===== src/rtl/pwm_pkg.sv =====
`default_nettype none
// +------------------------------------------------------------------------+
// | Module      : pwm_pkg                                                  |
// | Description : Shared definitions for the 8-bit, 256-tick PWM generator |
// |               and its receive-side decoder: level width, nominal       |
// |               period, decoder state encoding, level typedef and the    |
// |               high-time to level mapping.                              |
// | Revision    : 1.0 - initial release                                    |
// +------------------------------------------------------------------------+
package pwm_pkg;

  localparam int PWM_LEVEL_W   = 8;
  localparam int PWM_PERIOD    = 256;
  localparam int PWM_LEVEL_MAX = (1 << PWM_LEVEL_W) - 1;

  typedef logic [PWM_LEVEL_W-1:0] pwm_level_t;

  typedef enum logic [0:0] {
    ACQUIRE = 1'b0,
    MEASURE = 1'b1
  } pwm_state_e;

  // The generator drives high for level+1 ticks, so a high time of h cycles
  // decodes to h-1. h=0 cannot occur in a measured period but is clamped to
  // 0 rather than wrapping; anything above the maximum level saturates.
  function automatic pwm_level_t pwm_clamp_level(input int unsigned h);
    if (h == 0) begin
      return '0;
    end else if ((h - 32'd1) > 32'(PWM_LEVEL_MAX)) begin
      return pwm_level_t'(PWM_LEVEL_MAX);
    end else begin
      return pwm_level_t'(h - 32'd1);
    end
  endfunction

endpackage : pwm_pkg
`default_nettype wire


===== src/rtl/pwm_in_sync.sv =====
`default_nettype none
// +------------------------------------------------------------------------+
// | Module      : pwm_in_sync                                              |
// | Description : Two-flop synchronizer for the asynchronous PWM line plus |
// |               a delay flop used for rising-edge detection.             |
// | Ports       : clk      - system clock                                  |
// |               rst_n    - asynchronous active-low reset                 |
// |               async_in - raw asynchronous input line                   |
// |               s        - synchronized line                             |
// |               rise     - single-cycle strobe on a 0->1 transition of s |
// | Revision    : 1.0 - initial release                                    |
// +------------------------------------------------------------------------+
module pwm_in_sync (
  input  logic clk,
  input  logic rst_n,
  input  logic async_in,
  output logic s,
  output logic rise
);

  logic r_meta;
  logic r_sync;
  logic r_sync_d;

  always_ff @(posedge clk or negedge rst_n) begin
    if (!rst_n) begin
      r_meta   <= 1'b0;
      r_sync   <= 1'b0;
      r_sync_d <= 1'b0;
    end else begin
      r_meta   <= async_in;
      r_sync   <= r_meta;
      r_sync_d <= r_sync;
    end
  end

  assign s    = r_sync;
  assign rise = r_sync & ~r_sync_d;

endmodule : pwm_in_sync
`default_nettype wire


===== src/rtl/pwm_decoder.sv =====
`default_nettype none
// +------------------------------------------------------------------------+
// | Module      : pwm_decoder                                              |
// | Description : Recovers the 8-bit level from a 256-tick PWM waveform by |
// |               measuring high time and rise-to-rise period. Flags a     |
// |               constant-high line, a dead line and a bad period.        |
// | Ports       : clk        - system clock (one PWM tick per cycle)       |
// |               rst_n      - asynchronous active-low reset               |
// |               pwm_in     - asynchronous PWM input line                 |
// |               level      - last decoded level                          |
// |               valid      - one-cycle strobe when level is updated      |
// |               locked     - last completed period within tolerance      |
// |               period_err - last completed period out of tolerance      |
// |               stuck_high - line high beyond timeout (level = 255)      |
// |               no_signal  - line low beyond timeout (level = 0)         |
// | Revision    : 1.0 - initial release                                    |
// +------------------------------------------------------------------------+
module pwm_decoder
  import pwm_pkg::*;
#(
  parameter int PERIOD = PWM_PERIOD,
  parameter int TOL    = 4,
  parameter int CNT_W  = 10
) (
  input  logic                   clk,
  input  logic                   rst_n,
  input  logic                   pwm_in,
  output logic [PWM_LEVEL_W-1:0] level,
  output logic                   valid,
  output logic                   locked,
  output logic                   period_err,
  output logic                   stuck_high,
  output logic                   no_signal
);

  localparam int TMO = PERIOD + TOL + 1;

  localparam logic [CNT_W-1:0] c_tmo   = CNT_W'(TMO);
  localparam logic [CNT_W-1:0] c_p_min = CNT_W'(PERIOD - TOL);
  localparam logic [CNT_W-1:0] c_p_max = CNT_W'(PERIOD + TOL);
  localparam logic [CNT_W-1:0] c_one   = CNT_W'(1);

  localparam logic [0:0] c_st_acquire = ACQUIRE;
  localparam logic [0:0] c_st_measure = MEASURE;

  // The counters saturate at TMO, so CNT_W must be able to represent it.
  generate
    if (TMO >= (1 << CNT_W)) begin : g_cnt_w_too_small
      $error("pwm_decoder: CNT_W too small to hold PERIOD+TOL+1");
    end
  endgenerate

  // ----------------------------------------------------------------------
  // Input conditioning
  // ----------------------------------------------------------------------
  logic w_s;
  logic w_rise;

  pwm_in_sync u_sync (
    .clk      (clk),
    .rst_n    (rst_n),
    .async_in (pwm_in),
    .s        (w_s),
    .rise     (w_rise)
  );

  // ----------------------------------------------------------------------
  // Period / high-time counters and timeout
  // ----------------------------------------------------------------------
  logic [CNT_W-1:0] r_cnt_p;
  logic [CNT_W-1:0] r_cnt_h;
  logic             r_tmo_armed;
  logic             w_tmo;
  logic             w_p_good;
  pwm_level_t       w_level_dec;

  // The counter parks at TMO; the armed bit makes the timeout a single
  // event per silent stretch. A rise in the same cycle wins over timeout.
  assign w_tmo       = (r_cnt_p == c_tmo) && r_tmo_armed;
  assign w_p_good    = (r_cnt_p >= c_p_min) && (r_cnt_p <= c_p_max);
  assign w_level_dec = pwm_clamp_level(32'(r_cnt_h));

  always_ff @(posedge clk or negedge rst_n) begin
    if (!rst_n) begin
      r_cnt_p     <= '0;
      r_cnt_h     <= '0;
      r_tmo_armed <= 1'b1;
    end else begin
      if (w_rise) begin
        r_cnt_p <= c_one;
      end else if (r_cnt_p != c_tmo) begin
        r_cnt_p <= r_cnt_p + c_one;
      end

      // The rise cycle itself has s=1, hence the load of 1.
      if (w_rise) begin
        r_cnt_h <= c_one;
      end else if (w_s && (r_cnt_h != c_tmo)) begin
        r_cnt_h <= r_cnt_h + c_one;
      end

      if (w_rise) begin
        r_tmo_armed <= 1'b1;
      end else if (w_tmo) begin
        r_tmo_armed <= 1'b0;
      end
    end
  end

  // ----------------------------------------------------------------------
  // FSM and output registers
  // ----------------------------------------------------------------------
  logic [0:0]  r_state;
  pwm_level_t  r_level;
  logic        r_valid;
  logic        r_locked;
  logic        r_period_err;
  logic        r_stuck_high;
  logic        r_no_signal;

  always_ff @(posedge clk or negedge rst_n) begin
    if (!rst_n) begin
      r_state      <= c_st_acquire;
      r_level      <= '0;
      r_valid      <= 1'b0;
      r_locked     <= 1'b0;
      r_period_err <= 1'b0;
      r_stuck_high <= 1'b0;
      r_no_signal  <= 1'b0;
    end else begin
      r_valid <= 1'b0;
      if (w_rise) begin
        // In ACQUIRE there is no complete period yet; just start measuring.
        if (r_state == c_st_measure) begin
          if (w_p_good) begin
            r_level      <= w_level_dec;
            r_valid      <= 1'b1;
            r_locked     <= 1'b1;
            r_period_err <= 1'b0;
            r_stuck_high <= 1'b0;
            r_no_signal  <= 1'b0;
          end else begin
            r_locked     <= 1'b0;
            r_period_err <= 1'b1;
          end
        end
        r_state <= c_st_measure;
      end else if (w_tmo) begin
        r_level      <= w_s ? pwm_level_t'(PWM_LEVEL_MAX) : '0;
        r_valid      <= 1'b1;
        r_locked     <= 1'b0;
        r_stuck_high <= w_s;
        r_no_signal  <= ~w_s;
        r_state      <= c_st_acquire;
      end
    end
  end

  assign level      = r_level;
  assign valid      = r_valid;
  assign locked     = r_locked;
  assign period_err = r_period_err;
  assign stuck_high = r_stuck_high;
  assign no_signal  = r_no_signal;

endmodule : pwm_decoder
`default_nettype wire


===== config.mk =====
export PLATFORM = sky130hd
export DESIGN_NAME = pwm_decoder
export DESIGN_NICKNAME = d
export VERILOG_FILES = /design/src/rtl/pwm_pkg.sv /design/src/rtl/pwm_in_sync.sv /design/src/rtl/pwm_decoder.sv
export SDC_FILE = /design/constraint.sdc
export NUM_CORES = 1
export LEC_CHECK = 0
export ABC_AREA = 0
export BUFFER_PORTS_ARGS = -buffer_cell sky130_fd_sc_hd__buf_4
export CORE_UTILIZATION = 59
export DETAILED_ROUTE_END_ITERATION = 8
export PLACE_DENSITY_LB_ADDON = 0.2
export SETUP_SLACK_MARGIN = 0.05
export SYNTH_ARGS = -nofsm -noshare
export SYNTH_HDL_FRONTEND = slang
export SYNTH_SLANG_ARGS = --single-unit

===== constraint.sdc =====
create_clock -name clk -period 2.4 [get_ports clk]
set_input_delay 0.48 -clock clk [delete_from_list [all_inputs] [get_ports clk]]
set_output_delay 0.48 -clock clk [all_outputs]
set_load 0.05 [all_outputs]

======== Word-level counts from Yosys, hierarchy flattened ========
Index checks and enable logic that the tools add are counted.
storage, ports and cells
  word-level logic and storage cells ...... 63
  register bits after elaboration ......... 38
cells by class
  equal/unequal tests ..................... 5
  bitwise operators ....................... 3
  $add $sub $neg .......................... 3
  order comparisons ....................... 3
  mux-type cells .......................... 26
  reductions and logical operators ........ 10
operator list
  kind                   number
  $mux 8                 7
  $mux 10                4
  $gt 32x8->1 const B    1
  $add 10x1->10 const B  2
  $ne 10x9->1 const B    2
  $mux 1                 15
  $sub 10x1->11 const B  1
  $eq 10x9->1 const B    1
  $ge 10x8->1 const B    1
  $le 10x9->1 const B    1
  $logic_not 10->1       1
  $reduce_bool 2->1      3
  $ne 2x2->1 const B     2
  $reduce_and 2->1       2
  $logic_and 1x1->1      3
  $reduce_and 3->1       1
  $not 1->1              2
  $and 1x1->1            1

======== Logic depth before layout (Yosys ltp) ========
  word-level depth ........................ 7
  depth in mapped cells ................... 8
  gate-level depth less buffers ........... 7

======== Hierarchy ========
A second synthesis with hierarchy kept.
unflattened totals
  cell total of the unflattened synthesis .. 206
  area total of the unflattened synthesis .. 2,067.0 sq um
modules (own cells, without submodules)
  module       times used  seq. area each (sq um)  area an instance (sq um)  cells each
  pwm_decoder  1           877.1                   1,978.1                   202
  pwm_in_sync  1           75.1                    88.8                      4

======== Worst setup path after synthesis ========
OpenSTA, ideal clock, no wires.
  kind .................................... register -> register
  from .................................... register r_cnt_p[6]
  to ...................................... register r_level[0] (netlist: level[0])
  path slack .............................. 0.511 ns
  path buffers ............................ 0
  arrival time ............................ 1.809 ns
  cell stages (with the launch flop) ...... 6
  cell sequence ........................... dfrtp_1 -> or4_4 -> nor3_4 -> o21ai_2 -> a311o_4 -> o211ai_2
on the way
  word-level cells in the longest chain between the ends .. 4
  elaborated cells between the ends (all ways) .. 8
RTL lines
  item                                                              line                                  RTL
  from (decl)                                                       pwm_decoder.sv:70                     logic [CNT_W-1:0] r_cnt_p;
  from (signal assigned)                                            pwm_decoder.sv:90                     r_cnt_p <= c_one;
  from (signal assigned)                                            pwm_decoder.sv:92                     r_cnt_p <= r_cnt_p + c_one;
  $ge 10x8->1 (tied with other cells)                               pwm_decoder.sv:80                     assign w_p_good = (r_cnt_p >= c_p_min) && (r_cnt_p <= c_p_max);
  $logic_and 1x1->1 (on tied branches)                              pwm_decoder.sv:80, pwm_decoder.sv:79
  $ne 2x2->1 (no source line) or $reduce_bool 2->1 (tied branches)  n/a
  $reduce_and 3->1 (no source line) (*)                             n/a
  to (signal assigned)                                              pwm_decoder.sv:136                    r_level <= w_level_dec;
  to (signal assigned)                                              pwm_decoder.sv:149                    r_level <= w_s ? pwm_level_t'(PWM_LEVEL_MAX) : '0;
  to (decl)                                                         pwm_decoder.sv:114                    pwm_level_t r_level;
Every way passes the cells marked *; elsewhere a longest branch is shown, timed or not.
A chain may end at the register's enable or synchronous reset.

======== Worst setup path after layout ========
  from .................................... register r_cnt_h[0]
  to ...................................... register r_level[2] (netlist: level[2])
on the way
  word-level cells in the longest chain between the ends .. 7
  elaborated cells between the ends (all ways) .. 8
RTL lines
  item                    line                RTL
  from (decl)             pwm_decoder.sv:71   logic [CNT_W-1:0] r_cnt_h;
  from (signal assigned)  pwm_decoder.sv:97   r_cnt_h <= c_one;
  from (signal assigned)  pwm_decoder.sv:99   r_cnt_h <= r_cnt_h + c_one;
  $sub 10x1->11           pwm_pkg.sv:32       return pwm_level_t'(h - 32'd1);
  $gt 32x8->1             pwm_pkg.sv:29       end else if ((h - 32'd1) > 32'(PWM_LEVEL_MAX)) begin
  $mux 8                  pwm_pkg.sv:29
  $mux 8 (*)              pwm_pkg.sv:27       if (h == 0) begin
  $mux 8 (*)              pwm_decoder.sv:135  if (w_p_good) begin
  $mux 8 (*)              pwm_decoder.sv:134  if (r_state == c_st_measure) begin
  $mux 8 (*)              pwm_decoder.sv:132  if (w_rise) begin
Every way passes the cells marked *; elsewhere a longest branch is shown, timed or not. The select of a mux whose other input is x is not followed.

==> summary.md <==
| Metric | Value |
|---|---|
| Status | complete, no violations |
| Worst EP arrival | 2.30 ns |
| Final setup vio count | 0 |
| Drt total wl | 4.28 mm |
| Routed WL per cell | 15.2 um |
| R2r setup slk | 0.32 ns |
| Die Area | 3850 um2 |
| CTS tree | done |
| Clock Latency Late Sink | 0.35 ns |
| Syn Nets | 230 |
| Fin Clk Skew | 0.0180 ns |
| WHS | 0.0692 ns |
| Antenna violations before repair | 0 |
| Tot GR Track Use | 0.265 |
| Chip width | 62.0 um |
| Clock tree buffer depth | 2 |
| Post-CTS setup buffer count | 0 |
| Sequential-to-total area share from yosys stat | 0.448 |
| Number of global-route vias before repair | 1,576 |
| Largest family of logic cells by synthesized area | simple AND/OR/NAND/NOR gates |
| Slew headroom | 0.612 |
| Post-CTS sizing | 0 |
| Gpl congestion | 0.912 |
| Tightest Pin Transition | 0.577 ns |
| Hold Vio Cnt, Final | 0 |
| Crit Path Category | flip-flop to flip-flop |
| Synth Area in XOR/XNOR | 0.0783 |
| Fin cells | 282 |
| Largest net degree at the start of global routing | 39 |
| Max Used Layer | met4 |
| TNS Setup | 0 ns |
| Unrepaired setup endpoints after global routing | no |
| Number of cell instances on the worst register-to-register path | 6 |
| M1 wire length | 1.92 mm |
| CP required | 2.62 ns |
| Crit share post-route | 0.865 |
| Pwr Density | 704 nW/um2 |
| Worst R2R Start | r_cnt_h[0] |
| Die Height | 62.0 um |
| Compound-cell area share of the yosys netlist | 0.117 |
| Clock root buffer | clkbuf_4 |
| Filler Cells Inserted | 262 |
| DR iter-0 viols | 117 |
| Initial Utilization | 0.627 |
| CTS Buf Count | 5 |
| Met2 wire length | 2.05 mm |
| Peak VDD IR | 0.400 mV |
| Number of max-cap violations | 0 |
| Most frequent cells in the layout | 37 x dfrtp_1, 23 x nand3_1, 21 x nor2_1 |
| DR pass1 iterations | 4 |
| Post-synth cell types | 39 |
| # hold bufs at CTS | 0 |
| Final worst path period need | 2.08 ns |
| Top cells by area, synth | dfrtp_1 44%, xnor2_1 5.8%, nand3_1 5.4% |
| Hold Path Class | input port to async pin |
| Mapped Cells | 221 |
| # diodes | 0 |
| Worst-path fanout max | 8 |
| First-pass GRT wire length | 7.30 mm |
| FF-to-FF End | level[2] |
| Max Clk Rate | 0.482 GHz |
| # clock sinks | 38 |
| Core area | 3390 um2 |
| Mean post-synth cell area | 9.62 um2 |
| Area leader, netlist | dfrtp_1 |
| Final HPWL from detailed placement | 3.03 mm |
| Lkg Pwr | 1.07 nW |
| Adder-Cell Fraction of Synth Area | 0.0353 |
| Total global routing overflow | 0 |
| Synth warnings | 0 |
| Total power | 1.66 mW |
| Critical path endpoint category | flip-flop |
| Fin. max-slew vios | 0 |
| CTS clk-pin slew, worst paths | 0.12 ns |
| Post-Place Cells | 274 |
| Mux contribution to synthesized area | 0.00942 |
| Synthesized cell area | 2130 um2 |
| Cell row count | 21 |
| Count of input and output buffers | 15 |
| Synth top area share | 0.436 |
| Post-Synth Simple-Gate Area | 0.271 |
| Final ANT Viol Nets | 0 |
| Remaining DRCs | 0 |
| Worst setup SP type | flip-flop |
| Routed wl met3 | 248 um |
| Layout Nets | 244 |
| H-tree levels | 2 |
| Synth Register Bits | 38 |
| Post-DP Area | 2270 um2 |
| Commonest non-fill, non-tap cell in the layout | dfrtp_1 |
| I/O pin count | 16 |
| Area Overhead vs Synth | 11.0% |
| Design Area, Final | 2360 um2 |
| Via count | 1,655 |
| Via density | 5.87 |
| Layout cell share with drive strength beyond 1 | 0.174 |
per-stage QoR:
step                      utilization  setup slack (ns)
after detailed placement        0.671             0.377
after CTS                       0.696             0.346
after global placement          0.671             0.436
after global routing            0.696             0.168
after floorplan                     -             0.511
final                           0.696             0.325
synthesized netlist by cell type:
cell	instances
dfrtp_1	37
nand3_1	23
nor2_1	21
nand2_1	18
xnor2_1	14
inv_1	12
clkbuf_1	9
and2_1	8
nor3_1	8
o211ai_2	8
ha_1	6
o21ai_0	6
xor2_1	5
nor4_1	4
or3_1	4
a21o_1	3
a21oi_1	3
and3_1	3
nand4_1	3
buf_2	2
mux2i_1	2
nand2b_1	2
nand3b_1	2
nor2b_1	2
or4_4	2
a21boi_0	1
a311o_4	1
a31oi_1	1
and3b_1	1
dfstp_2	1
nand4b_1	1
nor3_4	1
nor4_4	1
o21ai_2	1
o31ai_1	1
o31ai_4	1
o41ai_1	1
or4_1	1
or4bb_1	1
kinds of logic (layout without fill, tap and decap cells):
kind of cell               count (synthesis)  after routing
muxes                                      2              2
xor gates and xnor gates                  19             19
DFF                                       38             38
adders and majority gates                  6              6
buffers and inverters                     23             38
AOI/OAI and AO/OA                         27             27
and+or+nand+nor                          106            106
how the worst max path moves through the flow:
stage / startpoint / endpoint / slack, ns
after floorplan: r_cnt_p[6] / level[0] / 0.51
after global placement: r_cnt_h[5] / r_cnt_h[8] / 0.44
after detailed placement: r_cnt_h[0] / level[3] / 0.38
after CTS: r_cnt_h[0] / level[1] / 0.35
after global routing: r_cnt_h[0] / level[5] / 0.17
final: r_cnt_h[0] / level[2] / 0.32
cell type report:
| type | count | area [um2] | area share |
|---|---|---|---|
| clock inverters | 1 | 30.0 | 0.0127 |
| inverters | 12 | 45.0 | 0.0191 |
| clock buffers | 7 | 55.1 | 0.0233 |
| well taps | 46 | 57.6 | 0.0244 |
| multi-input cells | 160 | 1080 | 0.460 |
| flip-flops and latches | 38 | 952 | 0.403 |
| repair buffers | 18 | 135 | 0.0573 |
where the power goes:
group          leakage (nW)  internal [mW]  total (mW)  switching (mW)
Sequential            0.499          0.688       0.787          0.0991
Clock                0.0455          0.249       0.457           0.208
Combinational         0.526          0.179       0.419           0.240
Total                  1.07           1.11        1.66           0.547
critical path: stages, from the launching register on:
cell	delay (ns)
dfrtp_1	0.49
inv_1	0.13
ha_1	0.30
or4_1	0.55
nand4_1	0.20
and2_1	0.19
o211ai_2	0.08
metal layers:
| layer | track usage | vias to the layer above |
|---|---|---|
| met2 | 0.404 | 58 |
| met3 | 0.0766 | 8 |
| li1 | - | 793 |
| met1 | 0.363 | 796 |
| met4 | 0.0921 | 0 |
| met5 | 0 | - |
(Power assumes the default switching activity.)
